[src/rtl/sync_meter_pkg.sv]
// sync_meter_pkg: shared types and constants for the video-sync timing meter.
// The optional build macro SYNC_METER_TOL_EN (used by sync_axis_meter) relaxes
// period matching to +/-1 clock/line.
package sync_meter_pkg;

    // Per-axis match state: searching for stable timing, or locked onto it.
    typedef enum logic {
        UNLOCKED = 1'b0,
        LOCKED   = 1'b1
    } axis_state_t;

    // Smallest meaningful lock depth: one reference period plus one agreeing period.
    localparam int LOCK_N_MIN = 2;

    // Out-of-range lock depths are pulled up to the minimum rather than
    // producing a zero-width match counter.
    function automatic int clampLockN(input int n);
        return (n < LOCK_N_MIN) ? LOCK_N_MIN : n;
    endfunction

endpackage

[src/rtl/sync_meter_axis.sv]
// sync_axis_meter: one axis of the sync meter. Counts ticks between begin
// edges, measures period and pulse width, and locks after LOCK_N agreeing
// periods. Build macro SYNC_METER_TOL_EN: periods agree within +/-1.
module sync_axis_meter
    import sync_meter_pkg::*;
#(
    parameter int W      = 12,
    parameter int LOCK_N = 2
) (
    input  logic         clk,
    input  logic         rst_n,
    input  logic         i_beg,
    input  logic         i_end,
    input  logic         i_tick,
    output logic [W-1:0] o_period,
    output logic [W-1:0] o_width,
    output logic         o_lock,
    output logic         o_ovf
);

    localparam int LN   = clampLockN(LOCK_N);
    localparam int MC_W = $clog2(LN);
    localparam logic [MC_W-1:0] MC_MAX = MC_W'(LN - 1);

    logic [W-1:0]    r_cnt;
    logic [W-1:0]    r_prev;
    logic [W-1:0]    r_period;
    logic [W-1:0]    r_width;
    logic            r_armed;
    logic            r_havePrev;
    logic [MC_W-1:0] r_mcnt;
    axis_state_t     r_state;
    axis_state_t     w_nextState;

    logic [W-1:0]    w_meas;
    logic [MC_W-1:0] w_mcntNext;
    logic            w_sat;
    logic            w_valid;
    logic            w_perEv;
    logic            w_close;
    logic            w_match;
    logic            w_reach;
    logic            w_lock;
    logic            w_pubPeriod;
    logic            w_pubWidth;

    // The tick of the closing cycle belongs to the interval being measured.
    assign w_sat   = &r_cnt;
    assign w_valid = ~w_sat;
    assign w_meas  = r_cnt + W'(i_tick);
    assign w_perEv = i_beg & r_armed;

`ifdef SYNC_METER_TOL_EN
    logic [W-1:0] w_diff;
    assign w_diff  = (w_meas >= r_prev) ? (w_meas - r_prev) : (r_prev - w_meas);
    assign w_close = (w_diff <= W'(1));
`else
    assign w_close = (w_meas == r_prev);
`endif

    assign w_match    = w_valid & r_havePrev & w_close;
    assign w_mcntNext = w_match ? ((r_mcnt == MC_MAX) ? r_mcnt : r_mcnt + 1'b1) : '0;
    assign w_reach    = w_match & (w_mcntNext == MC_MAX);

    // Interval counter: restart on begin, otherwise count ticks and stick at all-ones.
    always_ff @(posedge clk or negedge rst_n) begin
        if (!rst_n) begin
            r_cnt <= '0;
        end else if (i_beg) begin
            r_cnt <= '0;
        end else if (i_tick && !w_sat) begin
            r_cnt <= r_cnt + 1'b1;
        end
    end

    // Period history: the first begin only arms; saturated periods break the chain.
    always_ff @(posedge clk or negedge rst_n) begin
        if (!rst_n) begin
            r_armed    <= 1'b0;
            r_havePrev <= 1'b0;
            r_prev     <= '0;
            r_mcnt     <= '0;
        end else begin
            if (i_beg) begin
                r_armed <= 1'b1;
            end
            if (w_perEv) begin
                r_mcnt     <= w_mcntNext;
                r_havePrev <= w_valid;
                if (w_valid) begin
                    r_prev <= w_meas;
                end
            end
        end
    end

    // Lock state register.
    always_ff @(posedge clk or negedge rst_n) begin
        if (!rst_n) begin
            r_state <= UNLOCKED;
        end else begin
            r_state <= w_nextState;
        end
    end

    // Lock transitions are only evaluated when a period is measured.
    always_comb begin
        w_nextState = r_state;
        case (r_state)
            UNLOCKED: if (w_perEv && w_reach)  w_nextState = LOCKED;
            LOCKED:   if (w_perEv && !w_match) w_nextState = UNLOCKED;
            default:  w_nextState = UNLOCKED;
        endcase
    end

    // Publish strobes: period whenever a matching period keeps or gains lock, width at each end while locked.
    always_comb begin
        w_lock      = (r_state == LOCKED);
        w_pubPeriod = w_perEv & w_match & (w_nextState == LOCKED);
        w_pubWidth  = i_end & w_valid & (r_state == LOCKED);
    end

    // Published geometry holds its last value across loss of lock.
    always_ff @(posedge clk or negedge rst_n) begin
        if (!rst_n) begin
            r_period <= '0;
            r_width  <= '0;
        end else begin
            if (w_pubPeriod) r_period <= w_meas;
            if (w_pubWidth)  r_width  <= w_meas;
        end
    end

    assign o_period = r_period;
    assign o_width  = r_width;
    assign o_lock   = w_lock;
    assign o_ovf    = w_sat;

endmodule

[src/rtl/sync_meter.sv]
// sync_meter: video-sync timing meter. Normalises hsync/vsync polarity,
// detects pulse edges, measures both axes and emits a frame strobe once
// both axes are locked. Build macro SYNC_METER_TOL_EN: +/-1 period tolerance.
module sync_meter
    import sync_meter_pkg::*;
#(
    parameter int CNT_W  = 12,
    parameter int LIN_W  = 10,
    parameter int LOCK_N = 2,
    parameter bit HS_POL = 1'b1,
    parameter bit VS_POL = 1'b1
) (
    input  logic             clk,
    input  logic             rst_n,
    input  logic             hsync,
    input  logic             vsync,
    output logic [CNT_W-1:0] hperiod,
    output logic [CNT_W-1:0] hwidth,
    output logic [LIN_W-1:0] vperiod,
    output logic [LIN_W-1:0] vwidth,
    output logic             h_lock,
    output logic             v_lock,
    output logic             h_ovf,
    output logic             v_ovf,
    output logic             frame_stb
);

    logic r_hs;
    logic r_hsD;
    logic r_vs;
    logic r_vsD;
    logic r_frameStb;
    logic w_hbeg;
    logic w_hend;
    logic w_vbeg;
    logic w_vend;

    // Register syncs as active-high pulses and keep one cycle of history for edges.
    always_ff @(posedge clk or negedge rst_n) begin
        if (!rst_n) begin
            r_hs  <= 1'b0;
            r_hsD <= 1'b0;
            r_vs  <= 1'b0;
            r_vsD <= 1'b0;
        end else begin
            r_hs  <= hsync ^ ~HS_POL;
            r_hsD <= r_hs;
            r_vs  <= vsync ^ ~VS_POL;
            r_vsD <= r_vs;
        end
    end

    assign w_hbeg = r_hs & ~r_hsD;
    assign w_hend = ~r_hs & r_hsD;
    assign w_vbeg = r_vs & ~r_vsD;
    assign w_vend = ~r_vs & r_vsD;

    // Frame strobe uses lock state as it stood at the vsync begin edge.
    always_ff @(posedge clk or negedge rst_n) begin
        if (!rst_n) begin
            r_frameStb <= 1'b0;
        end else begin
            r_frameStb <= w_vbeg & h_lock & v_lock;
        end
    end

    sync_axis_meter #(
        .W      (CNT_W),
        .LOCK_N (LOCK_N)
    ) u_hAxis (
        .clk      (clk),
        .rst_n    (rst_n),
        .i_beg    (w_hbeg),
        .i_end    (w_hend),
        .i_tick   (1'b1),
        .o_period (hperiod),
        .o_width  (hwidth),
        .o_lock   (h_lock),
        .o_ovf    (h_ovf)
    );

    // Vertical axis counts lines; a line-start coinciding with vbeg closes the period.
    sync_axis_meter #(
        .W      (LIN_W),
        .LOCK_N (LOCK_N)
    ) u_vAxis (
        .clk      (clk),
        .rst_n    (rst_n),
        .i_beg    (w_vbeg),
        .i_end    (w_vend),
        .i_tick   (w_hbeg),
        .o_period (vperiod),
        .o_width  (vwidth),
        .o_lock   (v_lock),
        .o_ovf    (v_ovf)
    );

    assign frame_stb = r_frameStb;

endmodule
[config.mk]
export PLATFORM = sky130hd
export DESIGN_NAME = sync_meter
export DESIGN_NICKNAME = d
export VERILOG_FILES = /design/src/rtl/sync_meter_pkg.sv /design/src/rtl/sync_meter_axis.sv /design/src/rtl/sync_meter.sv
export SDC_FILE = /design/constraint.sdc
export NUM_CORES = 1
export LEC_CHECK = 0
export BUFFER_PORTS_ARGS = -buffer_cell sky130_fd_sc_hd__buf_4
export CORE_ASPECT_RATIO = 1.5
export CORE_UTILIZATION = 57
export CTS_BUF_LIST = sky130_fd_sc_hd__clkbuf_16
export CTS_CLUSTER_DIAMETER = 200
export DETAILED_ROUTE_END_ITERATION = 7
export PLACE_DENSITY_LB_ADDON = 0.1
export SYNTH_ARGS = -nofsm -noshare
export SYNTH_HDL_FRONTEND = slang
export SYNTH_HIERARCHICAL = 1
export SYNTH_SLANG_ARGS = --single-unit
[constraint.sdc]
create_clock -name clk -period 3.9 [get_ports clk]
set_clock_uncertainty 0.1 [all_clocks]
set_input_delay 0.585 -clock clk [delete_from_list [all_inputs] [get_ports clk]]
set_output_delay 0.585 -clock clk [all_outputs]
set_load 0.03 [all_outputs]
== Yosys cells after proc, flatten, opt, wreduce, memory -nomap -nowiden ==
Index checks and enable logic that the tools add are counted.

* Logic and storage cells: 86
* Register bits: 101
* Output and inout bits: 49

* Muxes and demuxes: 14
* Bitwise operators: 30
* Equal/unequal tests: 3
* Reduce and logical (&&, ||, !) cells: 13
* Add/sub/neg operators: 5

{| class="wikitable"
|+ Operator list
! cell !! number
|-
| two-way mux 12 bit || 2
|-
| bitwise AND 1 bit || 22
|-
| two-way mux 10 bit || 2
|-
| adder 12 x 1 -> 12 bit, second input constant || 1
|-
| == test 12 bit || 1
|-
| AND reduction 12 bit || 1
|-
| adder 10 x 1 -> 10 bit || 1
|-
| adder 10 x 1 -> 10 bit, second input constant || 1
|-
| == test 10 bit || 1
|-
| AND reduction 10 bit || 1
|-
| two-way mux 1 bit || 8
|-
| inverter 1 bit || 8
|-
| logical AND 1 bit || 5
|-
| case mux 1 bit (2 select lines) || 2
|-
| AND reduction 2 bit || 2
|-
| logical NOT 1 bit || 3
|-
| adder 1 bit, second input constant || 2
|-
| inequality test 2 x 1 -> 1 bit, second input constant || 1
|-
| nonzero test 2 bit || 1
|}

== Longest topological paths before layout ==
Gate-level depths: netlist of the first run.

* Depth in word-level cells: 11
* Mapped depth: 11
* Gate-level depth less buffers: 9

== Hierarchy ==
The synthesis of the first run kept the hierarchy.

{| class="wikitable"
|+ By module, submodules not included
! module !! times used !! cells each !! area an instance (sq um)
|-
| sync_axis_meter at u_hAxis || 1 || 277 || 2,793.9
|-
| sync_axis_meter at u_vAxis || 1 || 220 || 2,233.4
|-
| sync_meter || 1 || 11 || 168.9
|}

== Worst setup path after synthesis of the first run ==
No wires, ideal clock.

* Kind: reg-to-reg
* From: register r_hs
* To: register u_vAxis.r_period[1], in the netlist u_vAxis/o_period[1]
* Arrival: 2,748 ps
* Buffers on the path: 2
* Data required time: 3,675 ps
* Path slack: 927 ps
* Library setup time: 125 ps
* Stages on the path, launching flop included: 12
* Clock period less this slack: 2,973 ps
* Cells stage by stage: dfrtp_1 nor2b_1 ha_1 ha_1 and3_4 and3_1 buf_2 o2111a_1 o2111ai_2 nor4_4 buf_6 mux2_4

* Word-level cells in the longest chain between the ends: 10

{| class="wikitable"
|+ RTL lines
! item !! RTL line !! source
|-
| start, declared || sync_meter.sv:28 || <nowiki>logic r_hs;</nowiki>
|-
| start signal, assigned || sync_meter.sv:46 || <nowiki>r_hs <= hsync ^ ~HS_POL;</nowiki>
|-
| bitwise AND 1 bit (*) || sync_meter.sv:53 || <nowiki>assign w_hbeg = r_hs & ~r_hsD;</nowiki>
|-
| net w_hbeg || sync_meter.sv:33 || <nowiki>logic w_hbeg;</nowiki>
|-
| adder 10 x 1 -> 10 bit (*) || sync_meter_axis.sv:50 || <nowiki>assign w_meas = r_cnt + W'(i_tick);</nowiki>
|-
| == test 10 bit || sync_meter_axis.sv:58 || <nowiki>assign w_close = (w_meas == r_prev);</nowiki>
|-
| bitwise AND 1 bit || sync_meter_axis.sv:61 || <nowiki>assign w_match = w_valid & r_havePrev & w_close;</nowiki>
|-
| two-way mux 1 bit || sync_meter_axis.sv:62 || <nowiki>assign w_mcntNext = w_match ? ((r_mcnt == MC_MAX) ? r_mcnt : r_mcnt + 1'b1) : '0;</nowiki>
|-
| bitwise AND 1 bit || sync_meter_axis.sv:63 || <nowiki>assign w_reach = w_match & (w_mcntNext == MC_MAX);</nowiki>
|-
| logical AND 1 bit || sync_meter_axis.sv:110 || <nowiki>UNLOCKED: if (w_perEv && w_reach) w_nextState = LOCKED;</nowiki>
|-
| two-way mux 1 bit || sync_meter_axis.sv:110 ||
|-
| case mux 1 bit (2 select lines) || sync_meter_axis.sv:109 || <nowiki>case (r_state)</nowiki>
|-
| bitwise AND 1 bit || sync_meter_axis.sv:119 || <nowiki>w_pubPeriod = w_perEv & w_match & (w_nextState == LOCKED);</nowiki>
|-
| end signal, assigned || sync_meter_axis.sv:129 || <nowiki>if (w_pubPeriod) r_period <= w_meas;</nowiki>
|-
| end, declared || sync_meter_axis.sv:27 || <nowiki>logic [W-1:0] r_period;</nowiki>
|}

Mark *: on every way through the listed nets, which the timed path passes. The rest lies on a longest branch.
A chain may end at the register's enable or synchronous reset.

== Final worst setup path of the first run ==
* From: register r_hs
* To: register u_vAxis.r_period[0], in the netlist u_vAxis/o_period[0]

Same word-level chain as after synthesis.

==> flow_metrics.tcl, run 1 <==
set metrics [dict create \
    status "finished clean" \
    cts_root_buffer "clkbuf_16" \
    grt.total_usage_pct 27.0 \
    finalCritPeriodShare_pct 77.0 \
    setup_viol 0 \
    dp_slack_ps 912 \
    synth_area_per_cell_um2 10.2 \
    synthArstFlopShare_pct 100 \
    cts.sinks 99 \
    fmax_mhz 333 \
    final_nets 562 \
    tritoncts "built" \
    rsz0062_at_grt "false" \
    clock_latency_ps 340 \
    drtIter0Drc 157 \
    min_to "r_vs" \
    worst_pin_slew_ps 1060 \
    grt_first_pass_wirelength_um 19300 \
    crit_chain "nor2b_1, ha_1, ha_1, xnor2_1, xor2_1, o2111a_1, o2111ai_2, nor4_4, buf_4, mux2_2" \
    p_sw_share_pct 32.3 \
    p_sw_mw 0.884 \
    relSlewSlack_pct 29.7 \
    io_buffers 52 \
    vias 3812 \
    overflow 0 \
    reg2reg_depth 10 \
    grt_max_degree 87 \
    coreArea_um2 8830 \
    arrival_ps 3130 \
    reg2reg_to "u_vAxis/o_period[0]" \
    clk_pin_slew_ps 70 \
    cts_resized 0 \
    initial_core_util_pct 58.9 \
    ys_seq_area_share_pct 47.7 \
    antennaDiodeCount 0 \
    p_per_area_nw_per_um2 466 \
    antenna_found_initial 0 \
    drive_gt1_share_pct 18.1 \
    rows 42 \
    r2r-start "r_hs" \
    slew_violations 0 \
    cts_made_buffers 9 \
    combPwrFrac_pct 23.5 \
    synth_edf_count 0 \
    synth_ff_type "dfrtp_1" \
    critPathCaptureType "register" \
    cp.required_ps 4030 \
    worstHoldStart "vsync" \
    fin_crit_ps 3000 \
    cts_buffer_depth 2 \
    setup_tns_ps 0 \
    dpl.hpwl_um 8410 \
    postSynthCellCount 508 \
    critPathKind "register to register" \
    drt-total-wl_um 11500 \
    dieArea_um2 9510 \
    cts-htree-levels 3 \
    r2r_slack_ps 900 \
    pwr-share-clk_pct 30.4 \
    hold_path_class "primary input to register" \
    synth.cell_area_um2 5200 \
    crit_top_cell "ha_1" \
    utilization_pct 66.6 \
    area_growth_pct 13.2 \
    cp_max_fo 11 \
    die-height_um 119 \
    crit_slowest_cell "dfrtp_1" \
    gp_congestion 0.960 \
    yosys_warnings 6 \
    hold_violations 0 \
    power.internal_mw 1.86 \
    worst_setup_path_start_kind "register" \
    drcViolationCount 0 \
    final_cell_mix "dfrtp_1 (99), buf_4 (60), nor2_1 (56)" \
    ys_ff_latch 99 \
    min_path_cells 1 \
    die_x_um 80.0 \
    holdBufCountCts 0 \
    first_global_vias 3948 \
    dr.pass1.iters 4 \
    routedWlPerCell_um 17.2 \
    postRouteAntennaNets 0 \
    io_pins 53 \
    layout_commonest_cell "dfrtp_1" \
    p_leak_nw 2.61 \
    postCtsSetupRepairBufs 0 \
    power_frac_seq_pct 46.1 \
    layout_setup_ws_ps 896 \
    vias_per_cell 5.72 \
    finalPower_mw 2.74 \
    synth_cell_type_count 63 \
    ir_drop_v 0.000308 \
    cpPeakStageDelay_ps 390 \
    drv_cap 0 \
]
[cells in the mapped netlist, types with 7 or more instances]
| master | instances | area (µm²) |
|---|---|---|
| a21oi_1 | 42 | 210 |
| and3_1 | 13 | 81.3 |
| buf_2 | 9 | 45.0 |
| buf_6 | 7 | 78.8 |
| clkbuf_1 | 14 | 52.6 |
| dfrtp_1 | 99 | 2480 |
| inv_1 | 28 | 105 |
| mux2_2 | 7 | 78.8 |
| mux2i_1 | 19 | 190 |
| nand2_1 | 30 | 113 |
| nand3_1 | 16 | 80.1 |
| nand4_1 | 8 | 50.1 |
| nor2_1 | 56 | 210 |
| o21ai_0 | 15 | 75.1 |
| or3_1 | 7 | 43.8 |
| xnor2_1 | 31 | 272 |
| xor2_1 | 15 | 131 |
[critical path, delay by kind of cell (launching register included)]
kind / cells / cell delay, ps
AOI/OAI and AO/OA: 2 / 360
xor gates and xnor gates: 2 / 530
and+or+nand+nor: 2 / 430
adders and majority gates: 2 / 460
buffers and inverters: 1 / 260
DFF: 1 / 390
muxes: 1 / 360
[flip-flops by register name, summed over array words and instances (netlist names), 10 cells and up]
signal	cells
u_vAxis/o_width	10
u_vAxis/o_period	10
u_vAxis/r_prev	10
u_hAxis/o_width	12
u_hAxis/o_period	12
u_hAxis/r_prev	12
u_vAxis/r_cnt	10
u_hAxis/r_cnt	12
[power by group through the flow]
stage,logic (mW),registers (mW),clock network (mW)
2_1_floorplan,0.335,1.38,0
3_3_place_gp,0.637,1.28,0
3_5_place_dp,0.647,1.28,0
4_1_cts,0.650,1.26,0.858
5_1_grt,0.699,1.28,0.899
6_report,0.644,1.26,0.833
[how the worst max path moves through the flow]
stage	depth (start not counted)	slack (ps)	start	endpoint
final	10	900	r_hs	u_vAxis/o_period[0]
after global routing	10	680	r_hs	u_vAxis/o_period[0]
after CTS	10	880	r_hs	u_vAxis/o_period[0]
after detailed placement	10	910	r_hs	u_vAxis/o_period[0]
after global placement	10	980	r_hs	u_vAxis/o_period[0]
after floorplan	11	930	r_hs	u_vAxis/o_period[1]
[area by class of cell]
type                    count  area [µm²]
clock inverters             7        51.3
inverters                  28         105
fillers                   716        2950
flip-flops and latches     99        2480
multi-input cells         354        2430
well taps                 110         138
clock buffers               9         225
repair buffers             60         450
[through the flow]
stage	hold slack [ps]	instance area (µm²)	instances
6_report	247	5880	667
3_5_place_dp	295	5600	651
3_3_place_gp	275	5600	651
4_1_cts	232	5880	667
2_1_floorplan	189	5220	515
5_1_grt	236	5880	667
[per-layer routing]
metal | up-vias | routed length [µm] | track usage, %
met5 | - | 0 | 0
met4 | 0 | 391 | 12.9
met3 | 28 | 378 | 5.21
met2 | 94 | 6570 | 49.7
met1 | 1872 | 4170 | 28.5
li1 | 1818 | - | -
[cell families (layout without fill, tap and decap cells)]
| logic type | Yosys count | count (layout) | synth area share, % |
|---|---|---|---|
| compound gates | 92 | 92 | 11.3 |
| xor+xnor | 51 | 51 | 9.82 |
| fa+ha+maj | 6 | 6 | 1.44 |
| buf+inv | 62 | 104 | 6.00 |
| flops | 99 | 99 | 47.7 |
| mux | 28 | 28 | 5.68 |
| other cells | 1 | 8 | 0.0722 |
| simple gates | 169 | 169 | 18.0 |
No activity file was read; power rests on OpenSTA's default activity.
==> run 2, diff against run 1 <==
- clock period: 3.9 -> 3.1 ns (I/O delays scaled with it)
==> flow_metrics.tcl, run 2 (synthesis gave the netlist of run 1 again) <==
set metrics [dict create \
    status "finished clean" \
    rows 42 \
    hold_violations 0 \
    final_nets 579 \
    topRoutingLayerUsed "met4" \
    grt_max_degree 51 \
    dp_slack_ps 131 \
    slew_violations 0 \
    layout_commonest_cell "dfrtp_1" \
    hold_path_class "primary input to register" \
    dp_cells 665 \
    clk_pin_slew_ps 70 \
    post_dp_cell_area_um2 5720 \
    reg2reg_to "u_vAxis/o_period[0]" \
    critPathKind "register to register" \
    die_x_um 80.0 \
    dr.pass1.iters 4 \
    fmax_mhz 328 \
    drive_gt1_share_pct 20.6 \
    critPathCaptureType "register" \
    vias_per_cell 5.76 \
    cts-htree-levels 3 \
    grt.total_usage_pct 27.5 \
    tritoncts "built" \
    antenna_found_initial 0 \
    gp_congestion 0.935 \
    io_buffers 52 \
    setup_viol 0 \
    dieArea_um2 9510 \
    cp_max_fo 4 \
    reg2reg_depth 10 \
    antennaDiodeCount 0 \
    cts_made_buffers 9 \
    routed-wl-met3_um 380 \
    wl_met2_um 6610 \
    r2r-start "r_hs" \
    overflow 0 \
    design_area_um2 6040 \
    arrival_ps 3180 \
    drtIter0Drc 207 \
    clock_latency_ps 350 \
    worst_setup_path_start_kind "register" \
    initial_core_util_pct 58.9 \
    p_leak_nw 2.71 \
    coreArea_um2 8830 \
    cp.required_ps 3230 \
    p_per_area_nw_per_um2 581 \
    final_cell_mix "dfrtp_1 (99), buf_4 (75), nor2_1 (56)" \
    cpPeakStageDelay_ps 390 \
    area_growth_pct 16.2 \
    drv_cap 0 \
    n_fill_cell 690 \
    wl_met1_um 4340 \
    dpl.hpwl_um 8720 \
    first_global_vias 4071 \
    cts_root_buffer "clkbuf_16" \
    layoutNonFillerInstCount 684 \
    min_to "r_vs" \
    die-height_um 119 \
    routedWlPerCell_um 17.4 \
    cts_buffer_depth 2 \
    cp_top_family "simple AND/OR/NAND/NOR gates" \
    io_pins 53 \
    crit_buf_inv 1 \
    grt_first_pass_wirelength_um 19800 \
    drcViolationCount 0 \
    cts.sinks 99 \
    worst_pin_slew_ps 721 \
    relSlewSlack_pct 51.9 \
    ir_drop_v 0.000426 \
    drt-total-wl_um 11900 \
    r2r_slack_ps 50 \
    crit_chain "nor2b_2, ha_1, ha_1, and3_4, and3_1, and3_1, a211o_1, nor4_4, buf_4, mux2_2" \
    worstHoldStart "vsync" \
    finalCritPeriodShare_pct 98.3 \
    vias 3942 \
    postRouteAntennaNets 0 \
    crit_slowest_cell "dfrtp_1" \
    layout_setup_ws_ps 51.9 \
    fin_crit_ps 3050 \
    min_path_cells 1 \
]
run 2: power by group:
group / internal, mW / switching, mW / total (mW)
registers: 1.44 / 0.146 / 1.59
logic: 0.365 / 0.482 / 0.847
clock network: 0.559 / 0.517 / 1.08
total: 2.37 / 1.14 / 3.51
run 2: per-stage QoR:
stage | power (mW) | hold slack, ps | setup TNS (ps) | util, %
after CTS | 3.53 | 118 | 0 | 68.2
after global routing | 3.66 | 115 | -97.6 | 68.4
after detailed placement | 2.45 | 284 | 0 | 64.8
after global placement | 2.43 | 286 | 0 | 64.8
final | 3.51 | 129 | 0 | 68.4
after floorplan | 2.16 | 69.4 | 0 | -
run 2: routing by layer:
metal / global-route usage [%] / up-vias
li1: - / 1863
met1: 28.8 / 1930
met2: 50.9 / 111
met3: 4.06 / 38
met4: 14.8 / 0
met5: 0 / -
run 2: how the worst max path moves through the flow:
| stage | from | end | slack [ps] | cells after the start |
|---|---|---|---|---|
| after global routing | r_hs | u_vAxis/o_period[0] | -70 | 10 |
| after CTS | r_hs | u_vAxis/o_period[2] | 130 | 10 |
| after detailed placement | r_hs | u_vAxis/o_period[2] | 130 | 10 |
| after global placement | r_hs | u_vAxis/o_period[7] | 190 | 10 |
| final | r_hs | u_vAxis/o_period[0] | 50 | 10 |
| after floorplan | r_hs | u_vAxis/o_period[1] | 130 | 11 |
run 2: worst reg2reg max path, stage by stage, from the launching register on:
cell and delay (ps):
dfrtp_1 390, nor2b_2 170, ha_1 230, ha_1 240, and3_4 210, and3_1 230
and3_1 190, a211o_1 300, nor4_4 360, buf_4 190, mux2_2 330
run 2: final cells by class:
type / count / area (µm²) / share of cell area, %
clock inverters: 7 / 63.8 / 1.06
flip-flops and latches: 99 / 2480 / 41.0
inverters: 28 / 105 / 1.74
clock buffers: 9 / 225 / 3.73
multi-input cells: 354 / 2440 / 40.3
well taps: 110 / 138 / 2.28
repair buffers: 77 / 593 / 9.82
run 2: repair_timing:
item | 4_1_cts | 5_1_grt
buffers inserted | 0 | 2
gates resized for setup | 0 | 1
setup endpoints to repair | 0 | 6
hold buffers | 1 | 0
hold endpoints to repair | 29 | 0
==> run 3, diff against run 2 <==
- clock period: 3.1 -> 2.9 ns (I/O delays scaled with it)
==> flow_metrics.tcl, run 3 (synthesis gave the netlist of run 1 again) <==
set metrics [dict create \
    clock_latency_ps 340 \
    initial_core_util_pct 58.9 \
    hold_violations 0 \
    slew_violations 0 \
    tritoncts "built" \
    ir_drop_v 0.000625 \
    cpPeakStageDelay_ps 390 \
    cp_max_fo 4 \
    cp.required_ps 3030 \
    p_leak_nw 2.71 \
    dieArea_um2 9510 \
    area_growth_pct 17.0 \
    layout_commonest_cell "dfrtp_1" \
    vias 3917 \
    io_pins 53 \
    drtIter0Drc 219 \
    cts_root_buffer "clkbuf_16" \
    drive_gt1_share_pct 22.3 \
    grt_max_degree 72 \
    vias_per_cell 5.69 \
    die-height_um 119 \
    dr.pass1.iters 4 \
    critPathCaptureType "register" \
    worst_pin_slew_ps 891 \
    relSlewSlack_pct 40.6 \
    setup_viol 0 \
    rows 42 \
    arrival_ps 2930 \
    dpl.hpwl_um 8650 \
    crit_chain "nor2b_2, ha_2, ha_2, and3_4, and3_4, and3_1, a211o_1, nor4_4, buf_4, mux2_2" \
    finalCritPeriodShare_pct 96.8 \
    grt.total_usage_pct 26.9 \
    routedWlPerCell_um 17.2 \
    fin_crit_ps 2810 \
    cts.sinks 99 \
    p_per_area_nw_per_um2 617 \
    antennaDiodeCount 0 \
    hold_path_class "primary input to register" \
    cts_buffer_depth 2 \
    final_nets 584 \
    status "finished clean" \
    gp_congestion 0.934 \
    min_path_cells 1 \
    crit_slowest_cell "dfrtp_1" \
    drv_cap 0 \
    antenna_found_initial 0 \
    drcViolationCount 0 \
    final_cell_mix "dfrtp_1 (98), buf_4 (79), nor2_1 (56)" \
    finalPower_mw 3.75 \
    clk_pin_slew_ps 70 \
    io_buffers 52 \
    worst_setup_path_start_kind "register" \
    fmax_mhz 356 \
    grt_first_pass_wirelength_um 19400 \
    coreArea_um2 8830 \
    cts_made_buffers 9 \
    overflow 0 \
    postRouteAntennaNets 0 \
    design_area_um2 6080 \
    first_global_vias 4014 \
    post_dp_cell_area_um2 5740 \
    reg2reg_depth 10 \
    cts-htree-levels 3 \
    critPathKind "register to register" \
    drt-total-wl_um 11900 \
    die_x_um 80.0 \
]
==> run 3: routing by layer <==
layer	routed length, µm	up-vias	GRT usage (%)
li1	-	1869	-
met1	4350	1935	28.5
met2	6670	84	49.9
met3	353	29	4.14
met4	484	0	13.7
met5	0	-	0
==> run 3: critical path, delay by kind of cell (launching register included) <==
family | cells | cell delay (ps)
AO/OA/AOI/OAI | 1 | 300
AND/OR/NAND/NOR | 5 | 1020
flip-flops | 1 | 390
buffers and inverters | 1 | 180
multiplexers | 1 | 320
adder cells (fa/ha/maj) | 2 | 390
==> run 3: path summary, 6_finish.rpt <==
path                        from                   to  slack (ps)
max in group asynchronous  rst_n    u_vAxis/r_prev[8]        1800
min in group asynchronous  rst_n     u_hAxis/r_cnt[4]         110
hold / removal             vsync                 r_vs         100
setup reg to reg            r_hs  u_vAxis/o_period[0]          90
hold reg to reg             r_vs                r_vsD         320
setup / recovery            r_hs  u_vAxis/o_period[0]          90
==> run 3: report_power, final <==
part / switching, mW / internal (mW)
clock: 0.546 / 0.596
sequential: 0.155 / 1.54
combinational: 0.519 / 0.393
==> run 3: final cells by class <==
type | instances | area [µm²]
Fill cell | 732 | 2750
Sequential cell | 99 | 2480
Multi-Input combinational cell | 354 | 2450
Timing Repair Buffer | 82 | 621
Clock buffer | 9 | 225
Tap cell | 110 | 138
Inverter | 28 | 105
Clock inverter | 7 | 62.6
==> run 3: per-stage QoR <==
step	std cells	setup slack (ps)	util, %	hold WS [ps]	TNS, ps
floorplan	515	49.8	-	39.4	0
global placement	669	166	65.0	276	0
detailed placement	669	68.2	65.0	289	0
CTS	685	17.9	68.3	91.8	0
global route	689	-16.2	68.8	85.5	-53.4
finish	689	94.1	68.8	101	0
==> run 3: repair_timing <==
item,in CTS,in global routing
setup buffers,0,3
resized for setup,0,8
hold buffers,0,0
setup endpoints to repair,0,21
